**src/rtl/hazard_stall_unit.sv**
```systemverilog
// Stall/flush controller for the 5-stage pipeline: load-use stalls, multi-cycle
// divide occupancy of EX, and taken-branch flushes, plus a stall-cycle counter.
module hazard_stall_unit #(
    parameter int DIV_LATENCY = 33,
    parameter int CNT_W       = 32
) (
    input  logic             clk,
    input  logic             rst_n,
    input  logic [4:0]       IF_ID_rs1,
    input  logic [4:0]       IF_ID_rs2,
    input  logic             IF_ID_uses_rs1,
    input  logic             IF_ID_uses_rs2,
    input  logic             ID_EX_memread,
    input  logic [4:0]       ID_EX_rd,
    input  logic             ID_EX_is_div,
    input  logic             branch_taken,
    output logic             stall_pc,
    output logic             stall_IF_ID,
    output logic             stall_ID_EX,
    output logic             bubble_ID_EX,
    output logic             bubble_EX_MEM,
    output logic             flush_IF_ID,
    output logic             div_busy,
    output logic             div_result_valid,
    output logic [CNT_W-1:0] stall_cycles
);

    localparam int CW = $clog2(DIV_LATENCY);
    localparam logic [CW-1:0] CNT_LOAD = CW'(DIV_LATENCY - 2);
    localparam logic [CW-1:0] CNT_ONE  = CW'(1);

    typedef enum logic [1:0] {
        IDLE,
        DIV_BUSY,
        DIV_DONE
    } state_t;

    state_t        state, state_next;
    logic [CW-1:0] cnt, cnt_next;
    logic          load_use;
    logic          div_stall;

    assign load_use = ID_EX_memread && (ID_EX_rd != 5'd0) &&
                      ((IF_ID_uses_rs1 && (ID_EX_rd == IF_ID_rs1)) ||
                       (IF_ID_uses_rs2 && (ID_EX_rd == IF_ID_rs2)));

    assign div_stall = ((state == IDLE) && ID_EX_is_div) || (state == DIV_BUSY);

    always_ff @(posedge clk or negedge rst_n) begin
        if (!rst_n) begin
            state        <= IDLE;
            cnt          <= '0;
            stall_cycles <= '0;
        end else begin
            state <= state_next;
            cnt   <= cnt_next;
            if (stall_pc) begin
                stall_cycles <= stall_cycles + CNT_W'(1);
            end
        end
    end

    // The busy phase ends on the cycle the counter steps down to zero, which
    // keeps total occupancy at DIV_LATENCY including the entry and done cycles.
    always_comb begin
        state_next = state;
        cnt_next   = cnt;
        case (state)
            IDLE: begin
                if (ID_EX_is_div) begin
                    cnt_next   = CNT_LOAD;
                    state_next = (DIV_LATENCY == 2) ? DIV_DONE : DIV_BUSY;
                end
            end
            DIV_BUSY: begin
                cnt_next = (cnt == '0) ? '0 : cnt - CNT_ONE;
                if (cnt <= CNT_ONE) begin
                    state_next = DIV_DONE;
                end
            end
            DIV_DONE: begin
                state_next = IDLE;
            end
            default: begin
                state_next = IDLE;
                cnt_next   = '0;
            end
        endcase
    end

    // While EX holds a divide (including its done cycle) branch and load-use
    // inputs describe nothing real and are ignored.
    always_comb begin
        stall_pc         = 1'b0;
        stall_IF_ID      = 1'b0;
        stall_ID_EX      = 1'b0;
        bubble_ID_EX     = 1'b0;
        bubble_EX_MEM    = 1'b0;
        flush_IF_ID      = 1'b0;
        div_busy         = 1'b0;
        div_result_valid = 1'b0;
        if (div_stall) begin
            stall_pc      = 1'b1;
            stall_IF_ID   = 1'b1;
            stall_ID_EX   = 1'b1;
            bubble_EX_MEM = 1'b1;
            div_busy      = 1'b1;
        end else if (state == DIV_DONE) begin
            div_result_valid = 1'b1;
        end else if (branch_taken) begin
            flush_IF_ID  = 1'b1;
            bubble_ID_EX = 1'b1;
        end else if (load_use) begin
            stall_pc     = 1'b1;
            stall_IF_ID  = 1'b1;
            bubble_ID_EX = 1'b1;
        end
    end

endmodule

```
**config.mk**
```make
export PLATFORM = sky130hd
export DESIGN_NAME = hazard_stall_unit
export DESIGN_NICKNAME = d
export VERILOG_FILES = /design/src/rtl/hazard_stall_unit.sv
export SDC_FILE = /design/constraint.sdc
export NUM_CORES = 1
export LEC_CHECK = 0
export ABC_AREA = 1
export ABC_CLOCK_PERIOD_IN_PS = 2900
export CAP_MARGIN = 40
export CORE_MARGIN = 5
export CORE_UTILIZATION = 55
export CTS_CLUSTER_SIZE = 10
export DETAILED_ROUTE_END_ITERATION = 12
export GPL_ROUTABILITY_DRIVEN = 0
export HOLD_SLACK_MARGIN = 0.1
export PLACE_DENSITY = 0.86
export SYNTH_ARGS = -nofsm -noshare
export SYNTH_HDL_FRONTEND = slang
export SYNTH_SLANG_ARGS = --single-unit
```
**constraint.sdc**
```tcl
create_clock -name clk -period 2.9 [get_ports clk]
set_input_delay 0.58 -clock clk [delete_from_list [all_inputs] [get_ports clk]]
set_output_delay 0.58 -clock clk [all_outputs]
set_load 0.005 [all_outputs]
```
==> results <==
[stage by stage]
| step | cells | TNS (ns) | util, % | hold slack, ns | total power, mW |
|---|---|---|---|---|---|
| 2_1_floorplan | 424 | 0 | - | 0.284 | 1.40 |
| 3_3_place_gp | 546 | 0 | 68.6 | 0.509 | 1.68 |
| 3_5_place_dp | 547 | 0 | 69.2 | 0.518 | 1.72 |
| 4_1_cts | 555 | 0 | 71.4 | 0.202 | 2.18 |
| 5_1_grt | 555 | -0.0210 | 71.6 | 0.214 | 2.33 |
| 6_report | 555 | 0 | 71.6 | 0.188 | 2.17 |
[cell type report]
class,instances,area [um2]
multi-input cells,335,1600
fillers,430,1430
flip-flops and latches,40,1000
repair buffers,66,673
inverters,36,135
well taps,70,87.6
clock buffers,5,68.8
clock inverters,3,42.5
[per-layer routing]
metal	wire, um	vias up	track usage [%]
met5	0	-	0
met3	547	18	6.69
met4	127	0	7.31
met1	2890	1383	26.7
li1	-	1440	-
met2	3600	116	41.5
[worst min-delay path by stage]
stage	depth (start not counted)	startpoint	endpoint	slack, ns
after detailed placement	1	rst_n	stall_cycles[7]	0.52
after global routing	1	rst_n	stall_cycles[14]	0.21
after CTS	1	rst_n	stall_cycles[18]	0.20
after global placement	1	cnt[0]	cnt[0]	0.51
final	1	rst_n	stall_cycles[18]	0.19
after floorplan	0	rst_n	cnt[0]	0.28
[kinds of logic (layout without fill, tap and decap cells)]
family	Yosys count	in the layout	synth area share [%]
fa+ha+maj	3	3	1.33
flops	40	40	35.4
compound gates	11	11	2.48
simple gates	294	294	44.4
buf+inv	49	110	8.01
xor+xnor	27	27	8.36
[flip-flops by register name, indices dropped and copies added, names as in the netlist]
name / count
cnt: 6
state: 2
stall_cycles: 32
[synthesized netlist by cell type]
library cell,count,area (um2)
nand2_1,172,646
nor2_1,54,203
dfrtp_1,40,1000
nand3_1,39,195
inv_1,29,109
xor2_1,16,140
xnor2_1,11,96.3
buf_2,7,35.0
inv_2,7,26.3
nand3b_1,7,52.6
nor2_2,5,31.3
a21oi_1,4,20.0
nand3_2,4,40.0
nand4_1,4,25.0
nor3_1,4,20.0
buf_4,3,22.5
buf_6,3,33.8
ha_1,3,37.5
o221ai_1,3,26.3
nand2_2,2,12.5
nor3_2,2,20.0
o21ai_0,2,10.0
nand2_4,1,11.3
o211ai_1,1,7.51
o22ai_1,1,6.26
[power groups by stage]
stage               Combinational, mW  Clock [mW]  Sequential (mW)
floorplan                       0.649           0            0.751
global placement                0.902           0            0.774
detailed placement              0.939           0            0.781
CTS                             0.943       0.468            0.772
global route                     1.04       0.494            0.792
finish                          0.938       0.461            0.773
[cells in the final DEF (no fill, tap or decap)]
master / instances
nor2_2: 5
nand3_2: 4
o211ai_1: 1
nor3_1: 4
o22ai_1: 1
nand4_1: 4
buf_2: 1
ha_1: 3
xnor2_1: 11
a21oi_1: 4
clkdlybuf4s50_1: 56
inv_2: 7
inv_1: 29
o221ai_1: 3
nand2_2: 3
buf_4: 4
nand3b_1: 7
nand2_1: 171
nor3_2: 2
nor2_1: 54
o21ai_0: 2
buf_16: 1
dfrtp_1: 40
nand3_1: 39
nand2_4: 1
clkinvlp_4: 1
xor2_1: 16
clkinv_2: 1
clkbuf_8: 5
bufinv_16: 1
dlymetal6s2s_1: 4
==> results.py <==
metrics = {
    "sta": {
        "worstMarginPinSlew_ns": 0.390,
        "max_freq_mhz": 359,
        "hold_viol_final": 0,
        "finalSetupViolations": 0,
        "min_period_ns": 2.79,
        "finalCritPeriodShare_pct": 96.2,
        "relSlewSlack_pct": 74.0,
        "slew_violations": 0,
        "worst_slack_ns": 0.112,
        "finalClockSkew_ns": 0.00708,
    },
    "critical_path": {
        "cp_slowest_stage_delay_ns": 0.51,
        "crit_slowest_cell": "clkdlybuf4s50_1",
        "cp-start-kind": "input pin",
        "r2r_end": "stall_cycles[26]",
        "r2r_cells": 10,
        "path_delay_family": "buffers and inverters",
        "crit_start": "ID_EX_rd[1]",
        "r2r-start": "stall_cycles[0]",
        "cp.buffers_inverters": 3,
        "cp.required_ns": 2.32,
        "arrival_ns": 2.21,
        "worstPathMaxFanout": 3,
        "regToRegSetupSlack_ns": 1.12,
        "crit_path_cell_trace": "clkdlybuf4s50_1 -> inv_2 -> nand2_1 -> nand2_1 -> nor2_1 -> nand3_1 -> nand2_2 -> nand3_2 -> nand2_4 -> clkdlybuf4s50_1",
        "worstSetupPathType": "in2out",
        "worst_setup_path_end_kind": "output port",
        "cp.depth": 10,
        "worstSetupEndpoint": "stall_IF_ID",
    },
    "drt": {
        "ant_nets": 0,
        "viasPerCell": 5.33,
        "wl_per_cell_um": 12.9,
        "vias": 2957,
        "drc": 0,
        "drtIter0Drc": 213,
        "dr.pass1.iters": 8,
        "wirelength_mm": 7.16,
    },
    "die": {
        "core_region_area_um2": 5040,
        "die_h_um": 81.7,
        "rows": 26,
        "die_x_um": 81.7,
        "dieArea_um2": 6670,
        "start_util_pct": 56.1,
        "boundaryPins": 62,
    },
    "final_layout": {
        "syn2layout_area_growth_pct": 27.7,
        "nets": 509,
        "fin_area_um2": 3610,
        "drive_above_1_share_pct": 7.42,
        "diodes": 0,
    },
    "clock_tree": {
        "htree_num_levels": 2,
        "cts_setup_buffers": 0,
        "clk_pin_slew_ns": 0.08,
        "post_cts_resized": 0,
        "cts-root-buf": "clkbuf_8",
        "cts.sinks": 40,
        "hold_buffers": 0,
        "cts_buffers": 5,
        "cts_buffer_depth": 2,
        "tritoncts": "done",
        "clock_latency_ns": 0.30,
    },
    "global_route": {
        "grt_pass1_wl_mm": 12.2,
        "grt_pass1_vias": 2762,
        "grt-ovfl-total": 0,
        "grt_max_degree": 33,
        "grt_antenna_before_repair": 0,
        "grt_usage_pct": 23.2,
    },
    "placed_design": {
        "dp_hpwl_mm": 5.40,
        "place_area_um2": 3490,
        "port_buffers": 61,
        "preCtsSetupSlack_ns": 0.0911,
    },
    "synthesis": {
        "synth_area_um2": 2830,
        "yosysUniqueCellTypes": 25,
        "synthesis.nets": 449,
        "ys_seq_elements": 40,
        "syn_inst": 424,
        "ys_warn_count": 0,
        "ys_seq_area_share_pct": 35.4,
        "synth.avg_cell_area_um2": 6.67,
    },
    "power": {
        "p_seq_share_pct": 35.6,
        "power_leakage_nw": 1.76,
        "swShare_pct": 39.4,
        "vdd_drop_max_mv": 0.645,
        "p_per_area_nw_per_um2": 601,
        "p_sw_uw": 856,
        "internal_power_mw": 1.32,
        "p_comb_share_pct": 43.2,
        "clkPwrFrac_pct": 21.2,
    },
    "min_path": {
        "hold_path_class": "in2async",
    },
    "job": {
        "cap_violations": 0,
    },
    "outcome": {
        "status": "complete, no violations",
    },
}
Note: power is estimated with default switching activity, not from simulation.
